**config.mk**
```make
export PLATFORM = sky130hd
export DESIGN_NAME = memory_arbiter
export DESIGN_NICKNAME = d
export VERILOG_FILES = /design/src/rtl/memory_arbiter_pkg.sv /design/src/rtl/memory_arbiter_tag_pipe.sv /design/src/rtl/memory_arbiter.sv
export SDC_FILE = /design/constraint.sdc
export NUM_CORES = 1
export LEC_CHECK = 0
export CELL_PAD_IN_SITES_DETAIL_PLACEMENT = 1
export CELL_PAD_IN_SITES_GLOBAL_PLACEMENT = 1
export CORE_ASPECT_RATIO = 1.25
export CORE_UTILIZATION = 12
export CTS_CLUSTER_DIAMETER = 80
export CTS_CLUSTER_SIZE = 28
export DETAILED_ROUTE_END_ITERATION = 12
export GPL_TIMING_DRIVEN = 0
export PLACE_DENSITY_LB_ADDON = 0.1
export SLEW_MARGIN = 20
export SYNTH_ARGS = -nofsm -noshare
export SYNTH_HDL_FRONTEND = slang
export SYNTH_HIERARCHICAL = 1
export SYNTH_SLANG_ARGS = --single-unit
```
**constraint.sdc**
```tcl
create_clock -name clk -period 1.9 [get_ports clk]
set_clock_uncertainty 0.05 [all_clocks]
set_input_delay 0.19 -clock clk [delete_from_list [all_inputs] [get_ports clk]]
set_output_delay 0.19 -clock clk [all_outputs]
set_load 0.005 [all_outputs]
```
**src/rtl/memory_arbiter_pkg.sv**
```systemverilog
// Shared types for the fetch/data SRAM arbiter: port identifiers and the
// in-flight read tag carried alongside each SRAM access.
package common;

    typedef enum logic {
        PORT_FETCH = 1'b0,
        PORT_DATA  = 1'b1
    } mem_port_e;

    typedef struct packed {
        logic      valid;
        mem_port_e port;
    } arb_tag_t;

    // Drops a fetch tag when a flush is in effect; data tags always survive.
    function automatic arb_tag_t flush_scrub(input arb_tag_t tag, input logic flush);
        arb_tag_t result;
        result = tag;
        if (flush && tag.port == PORT_FETCH) begin
            result.valid = 1'b0;
        end
        return result;
    endfunction

endpackage

```
**src/rtl/memory_arbiter_tag_pipe.sv**
```systemverilog
// Read-tag delay line matching the SRAM read latency; the tail names the port
// that owns the read data currently on mem_rdata.
module arb_tag_pipe
    import common::*;
#(
    parameter int DEPTH = 1
) (
    input  logic     clk,
    input  logic     rst,
    input  arb_tag_t push,
    input  logic     flush,
    output arb_tag_t tail
);

    arb_tag_t stages [DEPTH];

    always_ff @(posedge clk or negedge rst) begin
        if (!rst) begin
            for (int i = 0; i < DEPTH; i++) begin
                stages[i] <= '0;
            end
        end else begin
            stages[0] <= flush_scrub(push, flush);
            for (int i = 1; i < DEPTH; i++) begin
                stages[i] <= flush_scrub(stages[i-1], flush);
            end
        end
    end

    assign tail = stages[DEPTH-1];

endmodule

```
**src/rtl/memory_arbiter.sv**
```systemverilog
// Single-port SRAM arbiter between instruction fetch and the data stage.
// Data wins by default; a streak counter forces a fetch grant after a run of data grants.
module memory_arbiter
    import common::*;
#(
    parameter int ADDR_WIDTH      = 32,
    parameter int DATA_WIDTH      = 32,
    parameter int READ_LATENCY    = 1,
    parameter int MAX_DATA_STREAK = 4
) (
    input  logic                    clk,
    input  logic                    rst,
    input  logic                    if_req_valid,
    output logic                    if_req_ready,
    input  logic [ADDR_WIDTH-1:0]   if_req_addr,
    input  logic                    if_flush,
    output logic                    if_rsp_valid,
    output logic [DATA_WIDTH-1:0]   if_rsp_data,
    input  logic                    dm_req_valid,
    output logic                    dm_req_ready,
    input  logic [ADDR_WIDTH-1:0]   dm_req_addr,
    input  logic                    dm_req_write,
    input  logic [DATA_WIDTH-1:0]   dm_req_wdata,
    input  logic [DATA_WIDTH/8-1:0] dm_req_wstrb,
    output logic                    dm_rsp_valid,
    output logic [DATA_WIDTH-1:0]   dm_rsp_data,
    output logic                    mem_en,
    output logic [DATA_WIDTH/8-1:0] mem_we,
    output logic [ADDR_WIDTH-1:0]   mem_addr,
    output logic [DATA_WIDTH-1:0]   mem_wdata,
    input  logic [DATA_WIDTH-1:0]   mem_rdata
);

    localparam int STREAK_W = $clog2(MAX_DATA_STREAK + 1);
    localparam logic [STREAK_W-1:0] STREAK_MAX = STREAK_W'(MAX_DATA_STREAK);

    logic [STREAK_W-1:0] streak;
    logic [STREAK_W-1:0] streak_next;
    logic                dm_grant;
    logic                if_grant;
    arb_tag_t            tag_push;
    arb_tag_t            tag_tail;

    // Grants are gated by rst so nothing reaches the SRAM while reset is held.
    always_comb begin
        dm_grant = 1'b0;
        if_grant = 1'b0;
        if (rst) begin
            if (dm_req_valid && !(if_req_valid && streak == STREAK_MAX)) begin
                dm_grant = 1'b1;
            end else if (if_req_valid) begin
                if_grant = 1'b1;
            end
        end
    end

    always_comb begin
        streak_next = streak;
        if (!if_req_valid || if_grant) begin
            streak_next = '0;
        end else if (dm_grant && streak != STREAK_MAX) begin
            streak_next = streak + 1'b1;
        end
    end

    always_ff @(posedge clk or negedge rst) begin
        if (!rst) begin
            streak <= '0;
        end else begin
            streak <= streak_next;
        end
    end

    assign if_req_ready = if_grant;
    assign dm_req_ready = dm_grant;

    assign mem_en    = if_grant | dm_grant;
    assign mem_we    = (dm_grant && dm_req_write) ? dm_req_wstrb : '0;
    assign mem_addr  = dm_grant ? dm_req_addr : if_req_addr;
    assign mem_wdata = dm_req_wdata;

    // Writes push an invalid tag so they never generate a response.
    always_comb begin
        tag_push       = '0;
        tag_push.valid = if_grant | (dm_grant & ~dm_req_write);
        tag_push.port  = dm_grant ? PORT_DATA : PORT_FETCH;
    end

    arb_tag_pipe #(
        .DEPTH (READ_LATENCY)
    ) u_tag_pipe (
        .clk   (clk),
        .rst   (rst),
        .push  (tag_push),
        .flush (if_flush),
        .tail  (tag_tail)
    );

    assign if_rsp_valid = tag_tail.valid && tag_tail.port == PORT_FETCH && !if_flush;
    assign dm_rsp_valid = tag_tail.valid && tag_tail.port == PORT_DATA;
    assign if_rsp_data  = mem_rdata;
    assign dm_rsp_data  = mem_rdata;

endmodule

```
; Word-level counts from Yosys, hierarchy flattened
; Index checks and enable logic that the tools add are counted.
[totals]
regBits = 5
[op_classes]
add_sub_neg = 1
eq_ne = 2
mux = 11
bitwise = 6
reduce_logical = 13
[ops]
columns = operator, n
row1 = $mux W32, 1
row2 = $logic_and A1 B1 Y1, 8
row3 = $mux W1, 7
row4 = $mux W3, 2
row5 = $mux W4, 1
row6 = $add A3 B1 Y3 const B, 1
row7 = $eq A3 B3 Y1 const B, 1
row8 = $logic_not A1 Y1, 3
row9 = $ne A3 B3 Y1 const B, 1
row10 = $not A1 Y1, 3
row11 = $or A1 B1 Y1, 2
row12 = $reduce_bool A2 Y1, 1
row13 = $and A1 B1 Y1, 1
row14 = $logic_or A1 B1 Y1, 1

; Logic depth before layout (Yosys ltp)
; Gate-level depths: netlist (run 1).
[depth]
ltp_word = 10
mapped_depth = 7

; Modules after synthesis
; The synthesis (run 1) kept the hierarchy.
[modules_own_cells]
columns = mod, instances, cells_each, area_each_um2, seq_area_each_um2
row1 = memory_arbiter, 1, 165, 1503.9, 75.1
row2 = arb_tag_pipe, 1, 4, 61.3, 50.0

; Worst setup path after synthesis (run 1)
; Ideal clock, no wire load.
[synth_timing]
kind = reg-to-output
start = register streak[0]
end = output mem_addr[0]
t_arrival_ns = 1.342
t_required_ns = 1.660
slack_ns = 0.318
stages_incl_launch_ff = 7
cell_sequence = dfrtp_1 -> inv_1 -> ha_1 -> nand3_1 -> nand3_4 -> buf_6 -> mux2_4
[synth_between]
elab_chain_len = 7
[synth_lines]
columns = item, line
row1 = "start, declared", memory_arbiter.sv:37  ; logic [STREAK_W-1:0] streak;
row2 = "start signal, assigned", memory_arbiter.sv:70  ; streak <= streak_next;
row3 = $eq A3 B3 Y1, memory_arbiter.sv:49  ; if (dm_req_valid && !(if_req_valid && streak == STREAK_MAX)) begin
row4 = $logic_and A1 B1 Y1, memory_arbiter.sv:49
row5 = $logic_not A1 Y1, memory_arbiter.sv:49
row6 = $logic_and A1 B1 Y1, memory_arbiter.sv:49
row7 = $mux W1, memory_arbiter.sv:49
row8 = $mux W1, memory_arbiter.sv:48  ; if (rst) begin
row9 = $mux W32, memory_arbiter.sv:79  ; assign mem_addr = dm_grant ? dm_req_addr : if_req_addr;
row10 = "end, declared", memory_arbiter.sv:29  ; output logic [ADDR_WIDTH-1:0] mem_addr,
; Every way passes these cells.

; Worst setup path after layout (run 1)
[layout_timing]
start = register streak[0]
end = output mem_addr[14]
; The elaborated chain is that of the path after synthesis.

==> flow_metrics.py, run 1 <==
metrics = {
    "floorplanning": {
        "die_area_mm2": 0.0135,
        "core_mm2": 0.0127,
        "fp.dieH_um": 130,
        "die_x_um": 104,
        "core.rowCount": 46,
        "initial_utilization": 0.123,
        "io-pin-count": 275,
    },
    "setup_path": {
        "cp-start-kind": "flop",
        "worst-path-buf-inv": 5,
        "crit_type": "reg2out",
        "worstReg2RegStart": "streak[0]$_DFFE_PN0P_",
        "worst_setup_path_end_kind": "output pin",
        "critPathMaxStageDelay_ns": 0.36,
        "critical-path-top-delay-family": "buffers and inverters",
        "cp_slowest_cell": "dfrtp_1",
        "path_cells": "inv_2 -> ha_4 -> nand3_4 -> nand3_4 -> buf_12 -> buf_12 -> buf_16 -> mux2_4 -> buf_6",
        "r2r_slack_ns": 0.48,
        "worstPathRequired_ns": 1.66,
        "worstPathMaxFanout": 5,
        "reg2regPathDepth": 6,
        "crit_arrival_ns": 1.85,
        "reg2reg_to": "u_tag_pipe/tail[1]$_DFF_PN0_",
    },
    "power": {
        "powerDensity_mw_per_mm2": 315,
        "p_leak_nw": 1.97,
        "max-vdd-ir-drop_v": 0.000287,
        "report.power.total_w": 0.00133,
    },
    "synthesis": {
        "synth_fp_nets": 309,
        "yosys_warnings": 6,
        "avgSynthCellArea_um2": 9.26,
        "synth_top_area_share": 0.460,
        "yosysMostFrequentCell": "buf_4",
        "netlist_area_mm2": 0.00157,
        "netlist_top_cells_area": "buf_4 (46%), mux2_4 (29%), dfrtp_1 (8.0%)",
        "synth_seq_area_share": 0.0799,
        "synth-edff-count": 0,
        "ys_seq_elements": 5,
        "synthCells": 169,
        "synth-async-reset-ratio": 1.00,
        "synth_area_leader_cell": "buf_4",
        "synth.distinct_cells": 20,
        "synthFlopType": "dfrtp_1",
        "ys_top_cells_by_count": "buf_4 (96), mux2_4 (30), dfrtp_1 (5), inv_1 (5)",
    },
    "worst_hold_path": {
        "holdPathStages": 3,
        "hold_path_class": "in2reg",
        "holdCritStartpoint": "dm_req_valid",
        "min_to": "u_tag_pipe/tail[0]$_DFF_PN0_",
    },
    "finish": {
        "antenna_cells": 0,
        "nets": 537,
        "area_growth_pct": 169,
        "fillerInstances": 1450,
        "drive_above_1_share": 0.467,
        "final_cell_area_mm2": 0.00421,
        "finalNonFillerCells": 564,
    },
    "route": {
        "wl_um": 6850,
        "dr.pass1.iters": 4,
        "drcViolationCount": 0,
        "ant_nets": 0,
        "wire_per_inst_um": 12.1,
        "drt_iter0_markers": 22,
        "routed-via-count": 1914,
        "vias_per_cell": 3.39,
    },
    "placement": {
        "dp.cells": 547,
        "hpwl_um": 6030,
        "place_congestion": 0.690,
        "pre_cts_slack_ns": -0.567,
        "io_buffers": 210,
        "place_area_mm2": 0.00388,
    },
    "cts": {
        "cts_tree": "built",
        "cts_max_path_buffers": 2,
        "path_clk_slew_ns": 0.03,
        "cts_root_buf": "clkbuf_16",
        "cts.sinks": 5,
        "cts_buffers": 3,
        "clk_latency_ns": 0.23,
        "cts.htree.levels": 1,
    },
    "timing": {
        "max_slew_margin": 0.806,
        "setup_viol": 38,
        "whs_ns": 0.365,
        "worstMarginPinSlew_ns": 0.290,
        "maxSlewViolCount": 0,
        "min_period_ns": 2.09,
        "setup_ws_ns": -0.194,
        "fin_crit_sh": 1.10,
        "hold_viol": 0,
        "timing.fmax_mhz": 478,
        "rsz0062_at_grt": "true",
    },
    "grt": {
        "antenna_found_initial": 0,
        "overflow": 0,
        "grt_max_degree": 8,
        "grt_first_pass_wirelength_um": 9620,
        "grt_pass1_vias": 1851,
        "grt_use_total": 0.0896,
    },
    "status": {
        "violations": "setup timing",
        "status": "complete, but fails checks",
    },
    "flow_run": {
        "max_cap_violations": 0,
    },
}
where the power goes:
group	switching, W	internal [W]
clock network	0.0000721	0.000278
logic	0.000208	0.000656
registers	0.00000195	0.000111
kinds of logic (layout without fill, tap and decap cells):
| group | Yosys count | after routing | share of synthesized area |
|---|---|---|---|
| adders and majority gates | 2 | 2 | 0.0160 |
| buffers and inverters | 104 | 331 | 0.494 |
| AOI/OAI and AO/OA | 7 | 7 | 0.0304 |
| muxes | 32 | 32 | 0.302 |
| and+or+nand+nor | 19 | 19 | 0.0775 |
| DFF | 5 | 5 | 0.0799 |
final cells by class:
| cell class | count | area [um2] | area share |
|---|---|---|---|
| clock buffers | 4 | 78.8 | 0.0187 |
| plain buffers | 98 | 761 | 0.181 |
| inverters | 5 | 18.8 | 0.00445 |
| multi-input cells | 60 | 702 | 0.167 |
| repair buffers | 224 | 2320 | 0.550 |
| well taps | 168 | 210 | 0.0499 |
| flip-flops and latches | 5 | 125 | 0.0297 |
worst reg2reg max path: stages (launching register included):
cell and delay (ns):
dfrtp_1 0.38, inv_2 0.09, ha_4 0.16, a21boi_1 0.10
or2b_1 0.27, a21oi_1 0.13, a21boi_1 0.16
state kept, by name, indices dropped and copies added, names as in the netlist:
signal and flops:
u_tag_pipe/tail 2, streak 3
timing repair:
item,in CTS,in global routing
setup endpoints to repair,39,38
gates resized for setup,177,4
gates cloned,3,0
buffers inserted,10,2
endpoints found under the hold margin,5,0
hold buffers,1,0
pin swaps,1,1
worst max-delay path by stage:
stage          depth (start not counted)      endpoint  slack (ns)             startpoint
2_1_floorplan                          6   mem_addr[0]        0.32  streak[0]$_DFFE_PN0P_
3_3_place_gp                           5  mem_addr[19]       -0.54                    rst
3_5_place_dp                           5  mem_addr[19]       -0.57                    rst
4_1_cts                                6  if_req_ready       -0.24  streak[0]$_DFFE_PN0P_
5_1_grt                                9  mem_addr[15]       -0.27  streak[0]$_DFFE_PN0P_
6_report                               9  mem_addr[14]       -0.19  streak[0]$_DFFE_PN0P_
per-layer routing:
layer / vias up / track usage / wire (um)
li1: 914 / - / -
met1: 867 / 0.0892 / 2300
met2: 131 / 0.186 / 4010
met3: 2 / 0.0275 / 530
met4: 0 / 0.0101 / 11
met5: - / 0 / 0
layout by cell type (no fill, tap or decap), types with 3 or more instances in the layout:
master,Yosys,routed
buf_2,0,4
clkbuf_16,0,3
inv_2,0,3
clkdlybuf4s50_1,0,176
buf_12,0,5
mux2_4,30,32
a21boi_0,4,3
and3_1,4,4
dfrtp_1,5,5
buf_6,3,32
buf_4,96,100
stage by stage:
stage                util  TNS [ns]
detailed placement  0.305    -19.40
floorplan               -         0
CTS                 0.333     -6.03
finish              0.331     -4.69
global placement    0.305    -18.83
global route        0.331     -7.64
No activity file was read; power rests on OpenSTA's default activity.
==> inputs of run 2 (changes only) <==
--- a/config.mk
+++ b/config.mk
@@ -13,8 +13,8 @@
 export CTS_CLUSTER_SIZE = 28
 export DETAILED_ROUTE_END_ITERATION = 12
 export GPL_TIMING_DRIVEN = 0
-export PLACE_DENSITY_LB_ADDON = 0.1
-export SLEW_MARGIN = 20
+export PLACE_DENSITY = 0.9
+export SLEW_MARGIN = 40
 export SYNTH_ARGS = -nofsm -noshare
 export SYNTH_HDL_FRONTEND = slang
 export SYNTH_HIERARCHICAL = 1
==> run 2 against run 1 <==
Highest routed layer is now met5. Setup slack better by 0.019 ns. Via count up 5.7%. Sequential cell count unchanged. The run still ends with setup timing left. Die area unchanged. Sequential power about the same. Critical path depth unchanged. Core utilization up 0.16 points. First-iteration DRC count up 77%. Cell area up 0.48%.
==> flow_metrics.py, run 2 (synthesis results as in run 1) <==
metrics = {
    "status": {
        "status": "complete, but fails checks",
        "violations": "setup timing",
    },
    "finish": {
        "final_cell_area_mm2": 0.00423,
        "area_growth_pct": 171,
        "final_common_cell": "clkdlybuf4s50_1",
        "finalNonFillerCells": 566,
        "largest_reg_flops": 3,
        "nets": 538,
        "utilization": 0.333,
        "fillerInstances": 1441,
        "mostFrequentLayoutCells": "clkdlybuf4s50_1 (169), buf_4 (104), buf_6 (36)",
        "drive_above_1_share": 0.479,
        "regMostFlops": "streak",
    },
    "setup_path": {
        "worstPathMaxFanout": 5,
        "worst_setup_path_end_kind": "output pin",
        "crit_arrival_ns": 1.84,
        "worstPathRequired_ns": 1.66,
        "worstReg2RegStart": "streak[0]$_DFFE_PN0P_",
        "crit_type": "reg2out",
        "cp-start-kind": "flop",
        "worstSetupStartpoint": "streak[1]$_DFFE_PN0P_",
    },
    "route": {
        "routed-via-count": 2023,
        "vias_per_cell": 3.57,
        "drcViolationCount": 0,
        "dr.pass1.iters": 4,
        "wl_um": 9090,
        "drt_iter0_markers": 39,
        "ant_nets": 0,
        "wire_per_inst_um": 16.1,
    },
    "power": {
        "p_leak_nw": 2.02,
        "powerDensity_mw_per_mm2": 322,
        "report.power.total_w": 0.00136,
        "max-vdd-ir-drop_v": 0.000224,
    },
    "worst_hold_path": {
        "holdCritStartpoint": "if_req_valid",
        "hold_path_class": "in2reg",
    },
    "grt": {
        "grt_first_pass_wirelength_um": 12200,
        "grt_max_degree": 8,
        "antenna_found_initial": 2,
        "overflow": 0,
        "grt_pass1_vias": 2197,
        "grt_use_total": 0.121,
    },
    "floorplanning": {
        "initial_utilization": 0.123,
        "core.rowCount": 46,
        "io-pin-count": 275,
        "fp.dieH_um": 130,
        "die_x_um": 104,
        "core_mm2": 0.0127,
        "die_area_mm2": 0.0135,
    },
    "cts": {
        "cts_max_path_buffers": 2,
        "path_clk_slew_ns": 0.03,
        "cts.sinks": 5,
        "clk_latency_ns": 0.23,
        "cts_buffers": 3,
        "cts_root_buf": "clkbuf_16",
        "cts_tree": "built",
        "cts.htree.levels": 1,
    },
    "timing": {
        "fin_tns_setup_ns": -2.90,
        "setup_viol": 32,
        "min_period_ns": 2.08,
        "maxSlewViolCount": 0,
        "setup_ws_ns": -0.175,
        "hold_viol": 0,
        "worstMarginPinSlew_ns": 0.312,
        "timing.fmax_mhz": 482,
        "rsz0062_at_grt": "true",
        "max_slew_margin": 0.791,
        "fin_crit_sh": 1.09,
    },
    "placement": {
        "place_congestion": 0.778,
        "io_buffers": 210,
        "dp.cells": 547,
        "place_area_mm2": 0.00388,
        "hpwl_um": 7320,
    },
    "flow_run": {
        "max_cap_violations": 0,
    },
}
-- run 2: changes by cell type in the layout (fill, tap and decap cells not counted), sizes merged --
cell	change
clkdlybuf4s50	-7
buf	+4
dlymetal6s2s	+3
clkbuf	+1
diode	+1
-- run 2: worst max-delay path: stages, from the launching register on --
cell and delay [ns]:
dfrtp_1 0.36, inv_2 0.05, ha_4 0.16, nand3_4 0.08, nand3_4 0.12, buf_6 0.16
buf_6 0.12, buf_12 0.13, mux2_4 0.30, buf_6 0.12
-- run 2: metrics by stage --
| step | setup slack [ns] | hold WS (ns) |
|---|---|---|
| 2_1_floorplan | 0.318 | -0.156 |
| 3_3_place_gp | -0.495 | 0.465 |
| 3_5_place_dp | -0.533 | 0.482 |
| 4_1_cts | -0.223 | 0.472 |
| 5_1_grt | -0.260 | 0.350 |
| 6_report | -0.175 | 0.320 |
-- run 2: where the power goes --
part           internal (W)  switching [W]  total [W]
combinational      0.000662       0.000240   0.000902
clock              0.000278      0.0000693   0.000347
sequential         0.000111     0.00000208   0.000113
-- run 2: path summary, 6_finish.rpt --
kind / to / slack (ns) / cells after the start
max: mem_addr[30] / -0.18 / 9
max in group asynchronous: u_tag_pipe/tail[0]$_DFF_PN0_ / 0.90 / 2
max reg2reg: u_tag_pipe/tail[1]$_DFF_PN0_ / 0.49 / 6
min reg2reg: streak[0]$_DFFE_PN0P_ / 0.54 / 3
min in group asynchronous: streak[2]$_DFFE_PN0P_ / 0.68 / 2
min: streak[0]$_DFFE_PN0P_ / 0.32 / 2
-- run 2: layout make-up --
class / instances / area (um2) / area share
clock buffers: 4 / 78.8 / 0.0186
inverters: 5 / 21.3 / 0.00502
diodes: 1 / 2.50 / 0.000591
plain buffers: 99 / 781 / 0.184
repair buffers: 224 / 2310 / 0.546
well taps: 168 / 210 / 0.0496
multi-input cells: 60 / 704 / 0.166
flip-flops and latches: 5 / 125 / 0.0296
-- run 2: repair_timing --
| action | in CTS | in global routing |
|---|---|---|
| hold endpoints to repair | 5 | 0 |
| setup endpoints to repair | 39 | 38 |
| buffers inserted | 8 | 3 |
| cloned | 3 | 0 |
| hold buffers | 1 | 0 |
| gates resized for setup | 180 | 28 |
| pin swaps | 1 | 1 |
-- run 2: layer usage --
| metal | GRT usage | part of all wire | up-vias |
|---|---|---|---|
| li1 | - | - | 915 |
| met1 | 0.120 | 0.34 | 913 |
| met2 | 0.231 | 0.52 | 181 |
| met3 | 0.0574 | 0.12 | 12 |
| met4 | 0.0185 | 0.014 | 2 |
| met5 | 0 | 0.0019 | - |
